<file path="src/rtl/ascon_block_packer_pkg.sv">
// +----------------------------------------------------------------------------+
// | Module  : ascon_block_packer_pkg                                           |
// | Brief   : Shared types and constants for the ASCON byte-to-block packer.   |
// | Revision: 1.0 - initial release                                            |
// +----------------------------------------------------------------------------+
`default_nettype none

package ascon_block_packer_pkg;

    // Packer sequencing states
    typedef enum logic [2:0] {
        ST_IDLE = 3'd0,
        ST_FILL = 3'd1,
        ST_FULL = 3'd2,
        ST_PAD  = 3'd3,
        ST_DONE = 3'd4
    } type_packer_state;

    // Block made purely of padding (message length a multiple of 8 bytes)
    localparam logic [63:0] PAD_BLOCK = 64'h8000000000000000;

    // First padding byte of the ASCON 10* rule
    localparam logic [7:0]  PAD_BYTE  = 8'h80;

endpackage

`default_nettype wire

</file>
<file path="src/rtl/ascon_block_packer_if.sv">
// +----------------------------------------------------------------------------+
// | Module  : ascon_block_packer_if                                            |
// | Brief   : Byte-stream input, block output and counter bundle of the packer.|
// |           ovf_o exists only when ASCON_PACKER_OVF_EN is defined.           |
// | Revision: 1.0 - initial release                                            |
// +----------------------------------------------------------------------------+
`default_nettype none

interface ascon_block_packer_if #(
    parameter int DATA_W = 64,
    parameter int CNT_W  = 4
);
    logic              start_i;
    logic [7:0]        byte_i;
    logic              byte_valid_i;
    logic              byte_last_i;
    logic              byte_ready_o;
    logic [DATA_W-1:0] data_o;
    logic              data_valid_o;
    logic              data_last_o;
    logic              data_ack_i;
    logic [CNT_W-1:0]  counter_block_o;
`ifdef ASCON_PACKER_OVF_EN
    logic              ovf_o;

    // Side that feeds bytes and absorbs blocks
    modport master (
        output start_i, byte_i, byte_valid_i, byte_last_i, data_ack_i,
        input  byte_ready_o, data_o, data_valid_o, data_last_o, counter_block_o, ovf_o
    );

    // Packer side
    modport slave (
        input  start_i, byte_i, byte_valid_i, byte_last_i, data_ack_i,
        output byte_ready_o, data_o, data_valid_o, data_last_o, counter_block_o, ovf_o
    );
`else
    // Side that feeds bytes and absorbs blocks
    modport master (
        output start_i, byte_i, byte_valid_i, byte_last_i, data_ack_i,
        input  byte_ready_o, data_o, data_valid_o, data_last_o, counter_block_o
    );

    // Packer side
    modport slave (
        input  start_i, byte_i, byte_valid_i, byte_last_i, data_ack_i,
        output byte_ready_o, data_o, data_valid_o, data_last_o, counter_block_o
    );
`endif

endinterface

`default_nettype wire

</file>
<file path="src/rtl/ascon_block_packer_pad_insert.sv">
// +----------------------------------------------------------------------------+
// | Module  : ascon_block_packer_pad_insert                                    |
// | Brief   : Combinational 10* padding: keeps bytes above the index, puts    |
// |           0x80 at the index and zeros below. Index 8 passes word through. |
// | Revision: 1.0 - initial release                                            |
// +----------------------------------------------------------------------------+
`default_nettype none

module ascon_block_packer_pad_insert
    import ascon_block_packer_pkg::*;
(
    input  logic [63:0] word_in,
    input  logic [3:0]  idx,
    output logic [63:0] word_out
);

    // Byte j lives at [63-8j -: 8]; decide per byte lane
    always_comb begin
        word_out = '0;
        for (int j = 0; j < 8; j++) begin
            if (4'(j) < idx) begin
                word_out[63-8*j -: 8] = word_in[63-8*j -: 8];
            end else if (4'(j) == idx) begin
                word_out[63-8*j -: 8] = PAD_BYTE;
            end else begin
                word_out[63-8*j -: 8] = 8'h00;
            end
        end
    end

endmodule

`default_nettype wire

</file>
<file path="src/rtl/ascon_block_packer.sv">
// +----------------------------------------------------------------------------+
// | Module  : ascon_block_packer                                               |
// | Brief   : Packs a byte stream big-endian into 64-bit blocks, applies ASCON |
// |           10* padding and counts acknowledged blocks.                      |
// |           Optional: ASCON_PACKER_OVF_EN adds a saturating counter with a  |
// |           sticky ovf_o flag; otherwise the counter wraps.                 |
// | Revision: 1.0 - initial release                                            |
// +----------------------------------------------------------------------------+
`default_nettype none

module ascon_block_packer
    import ascon_block_packer_pkg::*;
#(
    parameter int DATA_W = 64,
    parameter int CNT_W  = 4
) (
    input  logic                  clock_i,
    input  logic                  reset_i,
    ascon_block_packer_if.slave   bus
);

    type_packer_state  r_state;
    logic [DATA_W-1:0] r_data;
    logic [2:0]        r_idx;
    logic              r_last;
    logic              r_pad_pend;
    logic              r_valid;
    logic              r_ready;
    logic [CNT_W-1:0]  r_cnt;

    logic [63:0]       w_with_byte;
    logic [63:0]       w_pad_src;
    logic [3:0]        w_pad_idx;
    logic [63:0]       w_padded;
    logic              w_accept;
    logic              w_ack_take;

    assign w_accept   = bus.byte_valid_i & r_ready;
    assign w_ack_take = bus.data_ack_i & r_valid;

    // Current block with the incoming byte dropped into its lane
    always_comb begin
        w_with_byte = r_data;
        for (int j = 0; j < 8; j++) begin
            if (3'(j) == r_idx) begin
                w_with_byte[63-8*j -: 8] = bus.byte_i;
            end
        end
    end

    // A last data byte pads after itself; a bare end marker pads at the current slot
    always_comb begin
        if (bus.byte_valid_i) begin
            w_pad_src = w_with_byte;
            w_pad_idx = {1'b0, r_idx} + 4'd1;
        end else begin
            w_pad_src = r_data;
            w_pad_idx = {1'b0, r_idx};
        end
    end

    ascon_block_packer_pad_insert u_pad_insert (
        .word_in  (w_pad_src),
        .idx      (w_pad_idx),
        .word_out (w_padded)
    );

    // Sequencer: byte filling, block hand-off and padding block, registered outputs
    always_ff @(posedge clock_i or posedge reset_i) begin
        if (reset_i) begin
            r_state    <= ST_IDLE;
            r_data     <= '0;
            r_idx      <= '0;
            r_last     <= 1'b0;
            r_pad_pend <= 1'b0;
            r_valid    <= 1'b0;
            r_ready    <= 1'b0;
        end else if (bus.start_i) begin
            r_state    <= ST_FILL;
            r_data     <= '0;
            r_idx      <= '0;
            r_last     <= 1'b0;
            r_pad_pend <= 1'b0;
            r_valid    <= 1'b0;
            r_ready    <= 1'b1;
        end else begin
            case (r_state)
                ST_FILL: begin
                    if (w_accept) begin
                        if (r_idx == 3'd7) begin
                            // Full block; a last byte here still owes a padding block
                            r_data     <= w_with_byte;
                            r_idx      <= '0;
                            r_pad_pend <= bus.byte_last_i;
                            r_last     <= 1'b0;
                            r_state    <= ST_FULL;
                            r_valid    <= 1'b1;
                            r_ready    <= 1'b0;
                        end else if (bus.byte_last_i) begin
                            r_data  <= w_padded;
                            r_idx   <= '0;
                            r_last  <= 1'b1;
                            r_state <= ST_FULL;
                            r_valid <= 1'b1;
                            r_ready <= 1'b0;
                        end else begin
                            r_data <= w_with_byte;
                            r_idx  <= r_idx + 3'd1;
                        end
                    end else if (bus.byte_last_i && r_ready) begin
                        r_data  <= w_padded;
                        r_idx   <= '0;
                        r_last  <= 1'b1;
                        r_state <= ST_FULL;
                        r_valid <= 1'b1;
                        r_ready <= 1'b0;
                    end
                end
                ST_FULL: begin
                    if (w_ack_take) begin
                        if (r_pad_pend) begin
                            r_data     <= PAD_BLOCK;
                            r_last     <= 1'b1;
                            r_pad_pend <= 1'b0;
                            r_state    <= ST_PAD;
                        end else if (r_last) begin
                            r_data  <= '0;
                            r_last  <= 1'b0;
                            r_state <= ST_DONE;
                            r_valid <= 1'b0;
                        end else begin
                            r_data  <= '0;
                            r_state <= ST_FILL;
                            r_valid <= 1'b0;
                            r_ready <= 1'b1;
                        end
                    end
                end
                ST_PAD: begin
                    if (w_ack_take) begin
                        r_data  <= '0;
                        r_last  <= 1'b0;
                        r_state <= ST_DONE;
                        r_valid <= 1'b0;
                    end
                end
                ST_IDLE, ST_DONE: begin
                    r_valid <= 1'b0;
                    r_ready <= 1'b0;
                end
                default: begin
                    r_state <= ST_IDLE;
                    r_valid <= 1'b0;
                    r_ready <= 1'b0;
                end
            endcase
        end
    end

`ifdef ASCON_PACKER_OVF_EN
    logic r_ovf;

    // Block counter: saturates at all-ones and raises a sticky overflow flag
    always_ff @(posedge clock_i or posedge reset_i) begin
        if (reset_i) begin
            r_cnt <= '0;
            r_ovf <= 1'b0;
        end else if (bus.start_i) begin
            r_cnt <= '0;
            r_ovf <= 1'b0;
        end else if (w_ack_take) begin
            if (r_cnt == {CNT_W{1'b1}}) begin
                r_ovf <= 1'b1;
            end else begin
                r_cnt <= r_cnt + CNT_W'(1);
            end
        end
    end

    assign bus.ovf_o = r_ovf;
`else
    // Block counter: wraps modulo 2^CNT_W
    always_ff @(posedge clock_i or posedge reset_i) begin
        if (reset_i) begin
            r_cnt <= '0;
        end else if (bus.start_i) begin
            r_cnt <= '0;
        end else if (w_ack_take) begin
            r_cnt <= r_cnt + CNT_W'(1);
        end
    end
`endif

    assign bus.data_o          = r_data;
    assign bus.data_valid_o    = r_valid;
    assign bus.data_last_o     = r_last;
    assign bus.byte_ready_o    = r_ready;
    assign bus.counter_block_o = r_cnt;

endmodule

`default_nettype wire
</file>
<file path="src/flat_wrapper.sv">
// flat-port wrapper written by rule: the top's interface ports become plain ports
module ascon_block_packer_flat import ascon_block_packer_pkg::*;
#(
    parameter int DATA_W = 64,
    parameter int CNT_W  = 4
)
  (clock_i, reset_i, bus_start_i, bus_byte_i, bus_byte_valid_i, bus_byte_last_i, bus_data_ack_i, bus_byte_ready_o, bus_data_o, bus_data_valid_o, bus_data_last_o, bus_counter_block_o);
  ascon_block_packer_if #(.DATA_W(DATA_W), .CNT_W(CNT_W)) bus_i ();
  input  logic clock_i;
  input  logic reset_i;
  input wire logic [$bits(bus_i.start_i)-1:0] bus_start_i;
  input wire logic [$bits(bus_i.byte_i)-1:0] bus_byte_i;
  input wire logic [$bits(bus_i.byte_valid_i)-1:0] bus_byte_valid_i;
  input wire logic [$bits(bus_i.byte_last_i)-1:0] bus_byte_last_i;
  input wire logic [$bits(bus_i.data_ack_i)-1:0] bus_data_ack_i;
  output wire logic [$bits(bus_i.byte_ready_o)-1:0] bus_byte_ready_o;
  output wire logic [$bits(bus_i.data_o)-1:0] bus_data_o;
  output wire logic [$bits(bus_i.data_valid_o)-1:0] bus_data_valid_o;
  output wire logic [$bits(bus_i.data_last_o)-1:0] bus_data_last_o;
  output wire logic [$bits(bus_i.counter_block_o)-1:0] bus_counter_block_o;
  assign bus_i.start_i = bus_start_i;
  assign bus_i.byte_i = bus_byte_i;
  assign bus_i.byte_valid_i = bus_byte_valid_i;
  assign bus_i.byte_last_i = bus_byte_last_i;
  assign bus_i.data_ack_i = bus_data_ack_i;
  assign bus_byte_ready_o = bus_i.byte_ready_o;
  assign bus_data_o = bus_i.data_o;
  assign bus_data_valid_o = bus_i.data_valid_o;
  assign bus_data_last_o = bus_i.data_last_o;
  assign bus_counter_block_o = bus_i.counter_block_o;
  ascon_block_packer #(.DATA_W(DATA_W), .CNT_W(CNT_W)) u_core (.clock_i(clock_i), .reset_i(reset_i), .bus(bus_i));
endmodule
</file>
<file path="config.mk">
export PLATFORM = sky130hd
export DESIGN_NAME = ascon_block_packer_flat
export DESIGN_NICKNAME = d
export VERILOG_FILES = /design/src/rtl/ascon_block_packer_pkg.sv /design/src/rtl/ascon_block_packer_if.sv /design/src/rtl/ascon_block_packer_pad_insert.sv /design/src/rtl/ascon_block_packer.sv /design/src/flat_wrapper.sv
export SDC_FILE = /design/constraint.sdc
export NUM_CORES = 1
export LEC_CHECK = 0
export ABC_AREA = 0
export CAP_MARGIN = 20
export CORE_UTILIZATION = 45
export CTS_CLUSTER_SIZE = 8
export DETAILED_ROUTE_END_ITERATION = 16
export PLACE_DENSITY = 0.78
export SETUP_SLACK_MARGIN = 0.15
export SYNTH_ARGS = -nofsm -noshare
export SYNTH_HDL_FRONTEND = slang
export SYNTH_SLANG_ARGS = --single-unit
</file>
<file path="constraint.sdc">
create_clock -name clock_i -period 2.33 [get_ports clock_i]
set_input_delay 0.3495 -clock clock_i [delete_from_list [all_inputs] [get_ports clock_i]]
set_output_delay 0.3495 -clock clock_i [all_outputs]
set_load 0.02 [all_outputs]
</file>
## Word-level counts from Yosys, hierarchy flattened

Index checks and enable logic that the tools add are counted.
Widths: inputs -> output; s select.

| word-level totals | value |
|---|---|
| word-level logic and storage cells | 148 |
| input port bits | 14 |
| bits in registers | 78 |
| output and inout port bits | 71 |

| operators by class | value |
|---|---|
| add/sub/neg operators | 3 |
| reductions and logical operators | 17 |
| muxes and demuxes | 81 |
| magnitude comparators | 8 |
| equal/unequal tests | 29 |
| bitwise logic cells | 2 |

Operator list:

| kind | count |
|---|---|
| $mux 64 | 9 |
| $mux 8 | 24 |
| $pmux 64 s3 | 1 |
| $mux 3 | 15 |
| $mux 1 | 24 |
| $eq 3x4->1 const A | 4 |
| $lt 3x4->1 const A | 4 |
| $reduce_and 5->1 | 3 |
| $eq 3x3->1 const A | 4 |
| $mux 4 | 3 |
| $ne 3x2->1 const B | 4 |
| $pmux 3 s4 | 1 |
| $pmux 1 s3 | 3 |
| $eq 2x4->1 const A | 2 |
| $lt 1x4->1 const A | 2 |
| $lt 2x4->1 const A | 2 |
| $reduce_and 4->1 | 2 |
| $eq 2x3->1 const A | 2 |
| $eq 3x2->1 const B | 2 |
| $eq 3x3->1 const B | 2 |
| $logic_not 3->1 | 2 |
| $ne 3x3->1 const B | 2 |
| $reduce_and 6->1 | 1 |
| $reduce_bool 3->1 | 2 |
| other kinds (17) | 20 |

## Depth between registers and ports, before layout

Gate-level depths: netlist of run 1.

| depth | value |
|---|---|
| word-level depth | 10 |
| depth in mapped cells | 9 |
| gate-level depth less buffers | 7 |

## By module

From an unflattened synthesis of run 1, not the netlist that was laid out.

| second synthesis, totals | value |
|---|---|
| cell total of the unflattened synthesis | 683 |
| area, all modules | 6124.6 µm² |

By module, submodules not included:

| module | seq. area each (µm²) | cells an instance | area each (µm²) | times used |
|---|---|---|---|---|
| ascon_block_packer | 1951.9 | 595 | 5545.3 | 1 |
| ascon_block_packer_pad_insert | 0.0 | 88 | 579.3 | 1 |

## Worst setup path after synthesis of run 1

OpenSTA, ideal clock, no wires.

| timing | value |
|---|---|
| path type | reg2reg |
| start point | register u_core.r_idx[0] |
| end point | register u_core.r_data[41], in the netlist u_core.bus.data_o[41] |
| cell stages (with the launch flop) | 8 |
| setup slack | 0.109 ns |
| period minus slack after synthesis | 2.221 ns |
| data arrival time | 2.100 ns |
| data required time | 2.209 ns |
| cell sequence | dfrtp_1 > ha_1 > ha_1 > nand2b_1 > a221oi_1 > or3_1 > o311ai_1 > a22o_1 |

| between the ends | value |
|---|---|
| longest elaborated chain between the ends | 9 |
| elaborated cells between the ends (all ways) | 14 |

Ends and longest elaborated chain:

| element | RTL line | source |
|---|---|---|
| start, declared | ascon_block_packer.sv:24 | `logic [2:0] r_idx;` |
| start signal, assigned | ascon_block_packer.sv:108 | `r_idx <= r_idx + 3'd1;` |
| $add 3x1->4 or $eq 2x3->1 (tied branches) | ascon_block_packer.sv:55, ascon_block_packer.sv:45 |  |
| $mux 4 or $mux 8 (tied branches) | ascon_block_packer.sv:53, ascon_block_packer.sv:45 |  |
| $lt 2x4->1 or $mux 64 (tied branches) | ascon_block_packer_pad_insert.sv:21, ascon_block_packer.sv:53 |  |
| $mux 8 | ascon_block_packer_pad_insert.sv:21 | `if (4'(j) < idx) begin` |
| $mux 64 | ascon_block_packer.sv:99 | `end else if (bus.byte_last_i) begin` |
| $mux 64 | ascon_block_packer.sv:90 | `if (r_idx == 3'd7) begin` |
| $mux 64 (*) | ascon_block_packer.sv:89 | `if (w_accept) begin` |
| $pmux 64 s3 (*) | ascon_block_packer.sv:87 | `case (r_state)` |
| $mux 64 (*) | ascon_block_packer.sv:78 | `end else if (bus.start_i) begin` |
| end signal, assigned | ascon_block_packer.sv:92 | `r_data <= w_with_byte;` |
| end signal, assigned | ascon_block_packer.sv:100 | `r_data <= w_padded;` |
| end signal, assigned | ascon_block_packer.sv:107 | `r_data <= w_with_byte;` |
| end, declared | ascon_block_packer.sv:23 | `logic [DATA_W-1:0] r_data;` |

Mark *: on every way between the ends. The rest lies on a longest branch, timed or not. The select of a mux whose other input is x is not followed.
A chain may end at the register's enable or synchronous reset.

## Worst setup path after layout of run 1

| timing | value |
|---|---|
| start point | register u_core.r_idx[1] |
| end point | register u_core.r_data[11], in the netlist u_core.bus.data_o[11] |

| between the ends | value |
|---|---|
| longest elaborated chain between the ends | 9 |
| elaborated cells between the ends (all ways) | 14 |

Ends and longest elaborated chain:

| element | RTL line |
|---|---|
| $add 3x1->4 or $eq 3x3->1 (tied branches) | ascon_block_packer.sv:55, ascon_block_packer.sv:45 |
| $mux 4 or $mux 8 (tied branches) | ascon_block_packer.sv:53, ascon_block_packer.sv:45 |
| $lt 3x4->1 or $mux 64 (tied branches) | ascon_block_packer_pad_insert.sv:21, ascon_block_packer.sv:53 |
| $mux 8 | ascon_block_packer_pad_insert.sv:21 |
| $mux 64 | ascon_block_packer.sv:99 |
| $mux 64 | ascon_block_packer.sv:90 |
| $mux 64 (*) | ascon_block_packer.sv:89 |
| $pmux 64 s3 (*) | ascon_block_packer.sv:87 |
| $mux 64 (*) | ascon_block_packer.sv:78 |

Marked as above.

==> reports/summary.txt, run 1 <==
outcome: complete, no violations
TritonCTS clock tree: yes
final core utilization: 0.6641
initial core utilization: 0.4696
WL/cell: 18.38 um
CTS H-Tree Depth: 3
Area Growth Syn to Fin: 41.42%
Net Count, Synth: 489
Synth async-reset ratio: 1.000
die area: 0.01013 sq mm
Tot Pwr: 3336 uW
CP Capture Type: flop
GRT overflow: 0
Clock Tree Buf Depth: 2
largest cells by area after synthesis: dfrtp_1, a22o_1, nor2_1
vias per cell: 5.926
FP Rows: 35
initial antenna violation count: 0
Clock Skew: 10.45 ps
Max Cap Viol: 0
first-pass GRT wire length: 21,850 um
Inserted Diodes: 0
yosys warns: 0
Reg-to-Reg Start: u_core.r_idx[1]
#FFs+latches synth: 78
multi-input gate area in the final layout: 0.002441 sq mm
clock sink count: 78
Final min period: 2114 ps
final wirelength: 13,600 um
fmax: 473.0 MHz
unrepaired setup endpoints after global routing: no
Tcrit/Tclk final: 0.9073
CP Max Fanout: 7
vias in the first global route: 4,140
Critical Path Start Type: flop
top cell type by total area after synthesis: dfrtp_1
clock transition at the registers of the reported paths: 90 ps
Core Area: 0.009328 sq mm
Finished Layout Cells: 740
vias post-DR: 4,385
worst-margin pin slew: 593.4 ps
DIE HEIGHT: 100.7 um
# nets final: 627
critical path arrival: 2370 ps
HPWL Detailed: 10,090 um
most common cell in the netlist: dfrtp_1
endpoints failing hold: 0
final setup fails: 0
placed cell count: 719
post-route ant nets: 0
CP startpoint: u_core.r_idx[1]
most used flip-flop cell after synthesis: dfrtp_1
Slew Limit Fails: 0
PwrDens: 538.6 mW/mm^2
post-synth top area share: 0.4456
Post-Syn Instances: 468
largest net degree at the start of global routing: 79
Die Wd: 100.7 um
synthesized area per cell: 9.360 sq um
# IOs: 85
Worst Path Required: 2590 ps
pre-CTS setup slack: -141.0 ps
number of synthesized flops with an enable pin: 0
Post-synth top cells: dfrtp_1, nor2_1, nand2_1
Port Buffers: 84
Skew-Pair Late Insertion Delay: 360 ps
DRT Pass-1 Iters: 5
worst hold path type: primary input to asynchronous set/reset pin
GPL Wtd Cong: 0.8979
synthesized area: 0.004380 sq mm
worst vdd ir: 0.3346 mV
leakage power: 0.002631 uW
Seq/Total Area, Yosys: 0.4456
Worst Setup Path Type: flop to flop
Synth cell types: 67
DRC Markers: 0
total CTS buffers: 9
sequential cell area: 0.001952 sq mm
Rel. slew slack: 0.6031
fill cell count: 734
share of cells above drive strength 1: 0.1964
worst setup margin: 215.9 ps
GRT Util Overall: 0.2796
initial drt markers: 401
Root Buffer: clkbuf_8
## cells by family after synthesis
kind of cell / after synthesis / share of synthesized area
adder cells (fa/ha/maj): 7 / 0.01999
buffers and inverters: 34 / 0.03484
AO/OA/AOI/OAI: 173 / 0.2825
XOR/XNOR: 3 / 0.005999
flip-flops: 78 / 0.4456
AND/OR/NAND/NOR: 163 / 0.1868
multiplexers: 10 / 0.02428
## metrics by stage
stage / hold WS, ps / setup TNS [ps] / instance area [sq um]
after global routing: 493.1 / 0 / 6195
after floorplan: 482.0 / 0 / 4398
after detailed placement: 484.7 / -1808 / 5804
after CTS: 463.7 / 0 / 6082
final: 433.0 / 0 / 6195
after global placement: 480.9 / -1182 / 5804
## worst paths after layout
kind	to	cells after the start	slack (ps)
min	u_core.bus.data_o[1]	3	430
min reg2reg	u_core.bus.data_o[9]	1	500
max in group asynchronous	u_core.r_state[2]	3	1550
min in group clock_i	u_core.bus.data_o[9]	1	500
max reg2reg	u_core.bus.data_o[11]	9	220
max	u_core.bus.data_o[11]	9	220
## cell usage in the layout (no fill, tap or decap), types with 7 or more instances in the layout
| cell | synthesis | layout |
|---|---|---|
| buf_4 | 4 | 65 |
| clkbuf_8 | 0 | 9 |
| a21oi_1 | 36 | 36 |
| a32o_1 | 9 | 9 |
| nor2_1 | 57 | 56 |
| dfrtp_1 | 78 | 78 |
| a211o_1 | 7 | 7 |
| o21a_1 | 8 | 8 |
| a22o_1 | 32 | 32 |
| nand2b_1 | 13 | 12 |
| and2_1 | 9 | 9 |
| mux2i_1 | 8 | 8 |
| nor2b_1 | 11 | 10 |
| clkdlybuf4s50_1 | 0 | 84 |
| o21ai_0 | 36 | 33 |
| nand2_1 | 37 | 37 |
## registers in the layout, indices dropped and copies added (netlist names)
name and count:
u_core.bus.byte_ready_o 1, u_core.r_idx 3, u_core.bus.data_valid_o 1, u_core.bus.data_o 64
u_core.r_pad_pend 1, u_core.bus.data_last_o 1, u_core.bus.counter_block_o 4, u_core.r_state 3
## metal layers
layer | track usage | routed length (um) | share of wire | up-vias
met4 | 0.08027 | 244 | 0.018 | 0
met3 | 0.04092 | 850 | 0.063 | 19
met5 | 0 | 0 | 0 | -
li1 | - | - | - | 2018
met2 | 0.4521 | 6415 | 0.47 | 201
met1 | 0.3912 | 6089 | 0.45 | 2147
## worst max-delay path, cell delays in order, from the launching register on
cell	delay, ps
dfrtp_1	440
ha_4	200
ha_1	210
buf_4	180
nor2b_1	150
o21ai_1	150
o2111ai_1	260
buf_4	190
nor2_1	60
o21a_1	190
## layout make-up
class | instances | area share
sequential | 78 | 0.3151
clock inverter | 7 | 0.01313
multi-input combinational | 356 | 0.3941
inverter | 8 | 0.005655
clock buffer | 9 | 0.02000
timing repair buffer | 153 | 0.2260
tap | 129 | 0.02606
## report_power, final
part | switching, uW | internal (uW)
Combinational | 463 | 355
Sequential | 55.8 | 1400
Clock | 559 | 507
Total | 1080 | 2260
## timing repair
action	in CTS	in global routing
setup endpoints to repair	43	49
resized for setup	11	20
hold buffers	0	0
gates cloned	0	0
setup buffers	2	3
pin swaps	3	8
No activity file was read; power rests on OpenSTA's default activity.
==> run 2, diff against run 1 <==
- ABC_CLOCK_PERIOD_IN_PS: not set -> 2000
- CAP_MARGIN: 20 -> not set
- PLACE_DENSITY: 0.78 -> 0.75
- clock period: 2.33 -> 2 ns (I/O delays scaled with it)
==> run 2 against run 1 <==
  * The flow now finishes with violations (setup timing)
  * Sequential share of layout area decreased by 2.9 points
  * Die area unchanged
  * First-iteration DRC count decreased by 30%
  * Maximum frequency increased by 3.0%
  * Critical path depth decreased by 2
  * Sequential cell count unchanged
  * Utilization increased by 6.8 points
  * Critical endpoint is now u_core.bus.data_o[42]
==> reports/summary.txt, run 2 (synthesis gave the netlist of run 1 again) <==
initial drt markers: 282 (-30%)
final core utilization: 0.7317 (+0.06761)
PwrDens: 582.4 mW/mm^2 (+8.1%)
FP Rows: 35 (unchanged)
endpoints failing hold: 0 (unchanged)
final wirelength: 14,220 um (+4.6%)
CP Max Fanout: 6 (-1)
Critical Path Start Type: flop
Area after DPL: 0.006171 sq mm (+6.3%)
DIE HEIGHT: 100.7 um (unchanged)
clock transition at the registers of the reported paths: 90 ps (about the same)
pre-CTS setup slack: -325.7 ps (-184.7 ps)
Rel. slew slack: 0.7164 (+0.1133)
GRT Util Overall: 0.2908 (+0.01127)
Clock Skew: 9.612 ps (-0.8356 ps)
worst-margin pin slew: 425.4 ps (-168.0 ps)
worst vdd ir: 0.4540 mV (+36%)
Clock Tree Buf Depth: 2 (unchanged)
initial antenna violation count: 0 (unchanged)
Worst path max stage delay: 460 ps (+20 ps)
CP Capture Type: flop
die area: 0.01013 sq mm (unchanged)
# IOs: 85 (unchanged)
delay-heaviest family, CP: compound AO/OA/AOI/OAI gates
most frequent cells in the layout: clkdlybuf4s50_1, buf_4, dfrtp_1
Largest register FFs: 64 (unchanged)
CTS H-Tree Depth: 3 (unchanged)
largest net degree at the start of global routing: 79 (unchanged)
CP cell instances: ha_4 -> ha_4 -> nand2b_4 -> a221oi_4 -> or3_4 -> o311ai_4 -> a22o_1
top sig layer: met4
Max Cap Viol: 0 (unchanged)
final setup fails: 13 (+13)
failing checks: setup timing
Final min period: 2053 ps (-61.49 ps)
commonest non-fill, non-tap cell in the layout: clkdlybuf4s50_1
Worst Path Required: 2250 ps (-340 ps)
total CTS buffers: 9 (unchanged)
clock sink count: 78 (unchanged)
WL/cell: 18.30 um (-0.43%)
Slew Limit Fails: 0 (unchanged)
critical path arrival: 2300 ps (-70 ps)
TritonCTS clock tree: yes
post-route ant nets: 0 (unchanged)
worst hold path type: primary input to asynchronous set/reset pin
metal2 WL: 6591 um (+2.7%)
fill cell count: 717 (-2.3%)
Area Growth Syn to Fin: 55.81%
DRC Markers: 0 (unchanged)
met3 wire length: 945 um (+11%)
GPL Wtd Cong: 0.9420 (+4.9%)
# nets final: 664 (+5.9%)
GRT overflow: 0 (unchanged)
vias per cell: 5.786 (-2.4%)
Port Buffers: 84 (unchanged)
Critical-path top delay cell: dfrtp_2
outcome: finished with violations
vias in the first global route: 4,345 (+5.0%)
fmax: 487.2 MHz (+3.0%)
Inserted Diodes: 0 (unchanged)
Most common cell on crit path: ha_4
Die Wd: 100.7 um (unchanged)
Worst Setup Path Type: flop to flop
DRT Pass-1 Iters: 5 (unchanged)
vias post-DR: 4,496 (+2.5%)
share of cells above drive strength 1: 0.3009 (+0.1045)
cell area after layout: 0.006825 sq mm (+10%)
worst setup margin: -52.61 ps (-268.5 ps)
unrepaired setup endpoints after global routing: yes
initial core utilization: 0.4696 (unchanged)
Root Buffer: clkbuf_8
Tcrit/Tclk final: 1.026 (+0.1190)
Core Area: 0.009328 sq mm (unchanged)
first-pass GRT wire length: 22,560 um (+3.2%)
Met1 Wirelength: 6339 um (+4.1%)
leakage power: 0.002910 uW (+11%)
Skew-Pair Late Insertion Delay: 350 ps (about the same)
HPWL Detailed: 10,590 um (+5.0%)
CP bufs+invs: 0 (-2)
==> run 2: cell count changes in the layout (fill, tap and decap cells not counted), sizes merged <==
cell,change
clkbuf,+1
buf,+37
clkinv,-1
bufinv,-1
inv,+1
==> run 2: tightest hold or removal path, cell delays in order <==
cell and delay [ps]:
clkdlybuf4s50_1 440, clkinvlp_4 100, buf_12 320
==> run 2: report_power, final <==
group	switching, uW	internal, uW	total (uW)
Sequential	58.3	1630	1680
Clock	655	503	1160
Combinational	607	526	1130
==> run 2: final cells by class <==
cell class                      instances  area [sq um]  area share
Clock buffer                           10         137.6     0.02016
Clock inverter                          6         50.05    0.007333
Inverter                                8         42.54    0.006233
Multi-Input combinational cell        356          2724      0.3991
Sequential cell                        78          1953      0.2862
Tap cell                              129         161.4     0.02365
Timing Repair Buffer                  190          1757      0.2574
==> run 2: what timing repair did <==
item / CTS / global route
pin swaps: 38 / 22
resized for setup: 47 / 33
buffers inserted: 12 / 3
endpoints found under the setup margin: 65 / 72
hold buffers: 0 / 0
==> run 2: path summary, 6_finish.rpt <==
path	from	to	slack, ps	depth (start not counted)
setup / recovery	u_core.r_idx[0]	u_core.bus.data_o[42]	-50	7
min in group clock_i	u_core.bus.data_o[10]	u_core.bus.data_o[10]	500	1
hold / removal	reset_i	u_core.bus.data_o[13]	380	3
hold reg to reg	u_core.bus.data_o[10]	u_core.bus.data_o[10]	500	1
max in group asynchronous	reset_i	u_core.r_idx[0]	1230	3
setup reg to reg	u_core.r_idx[0]	u_core.bus.data_o[42]	-50	7
==> run 2: per-layer routing <==
layer | track usage | vias up
li1 | - | 2089
met1 | 0.4058 | 2189
met2 | 0.4658 | 188
met3 | 0.04022 | 30
met4 | 0.1003 | 0
met5 | 0 | -
==> run 2: stage by stage <==
| stage | total power [uW] | hold slack [ps] | setup TNS (ps) | instances |
|---|---|---|---|---|
| finish | 3975 | 379.4 | -375.7 | 777 |
| global placement | 2690 | 483.1 | -15070 | 746 |
| global route | 4142 | 448.7 | -1727 | 777 |
| floorplan | 2241 | 432.5 | -237.8 | 468 |
| detailed placement | 2703 | 482.6 | -15870 | 746 |
| CTS | 3939 | 419.7 | -34.30 | 774 |
==> run 3, diff against run 2 <==
- SLEW_MARGIN: not set -> 40
==> results of run 3 <==
Final layout, timing and power as in run 2 (identical DEF).
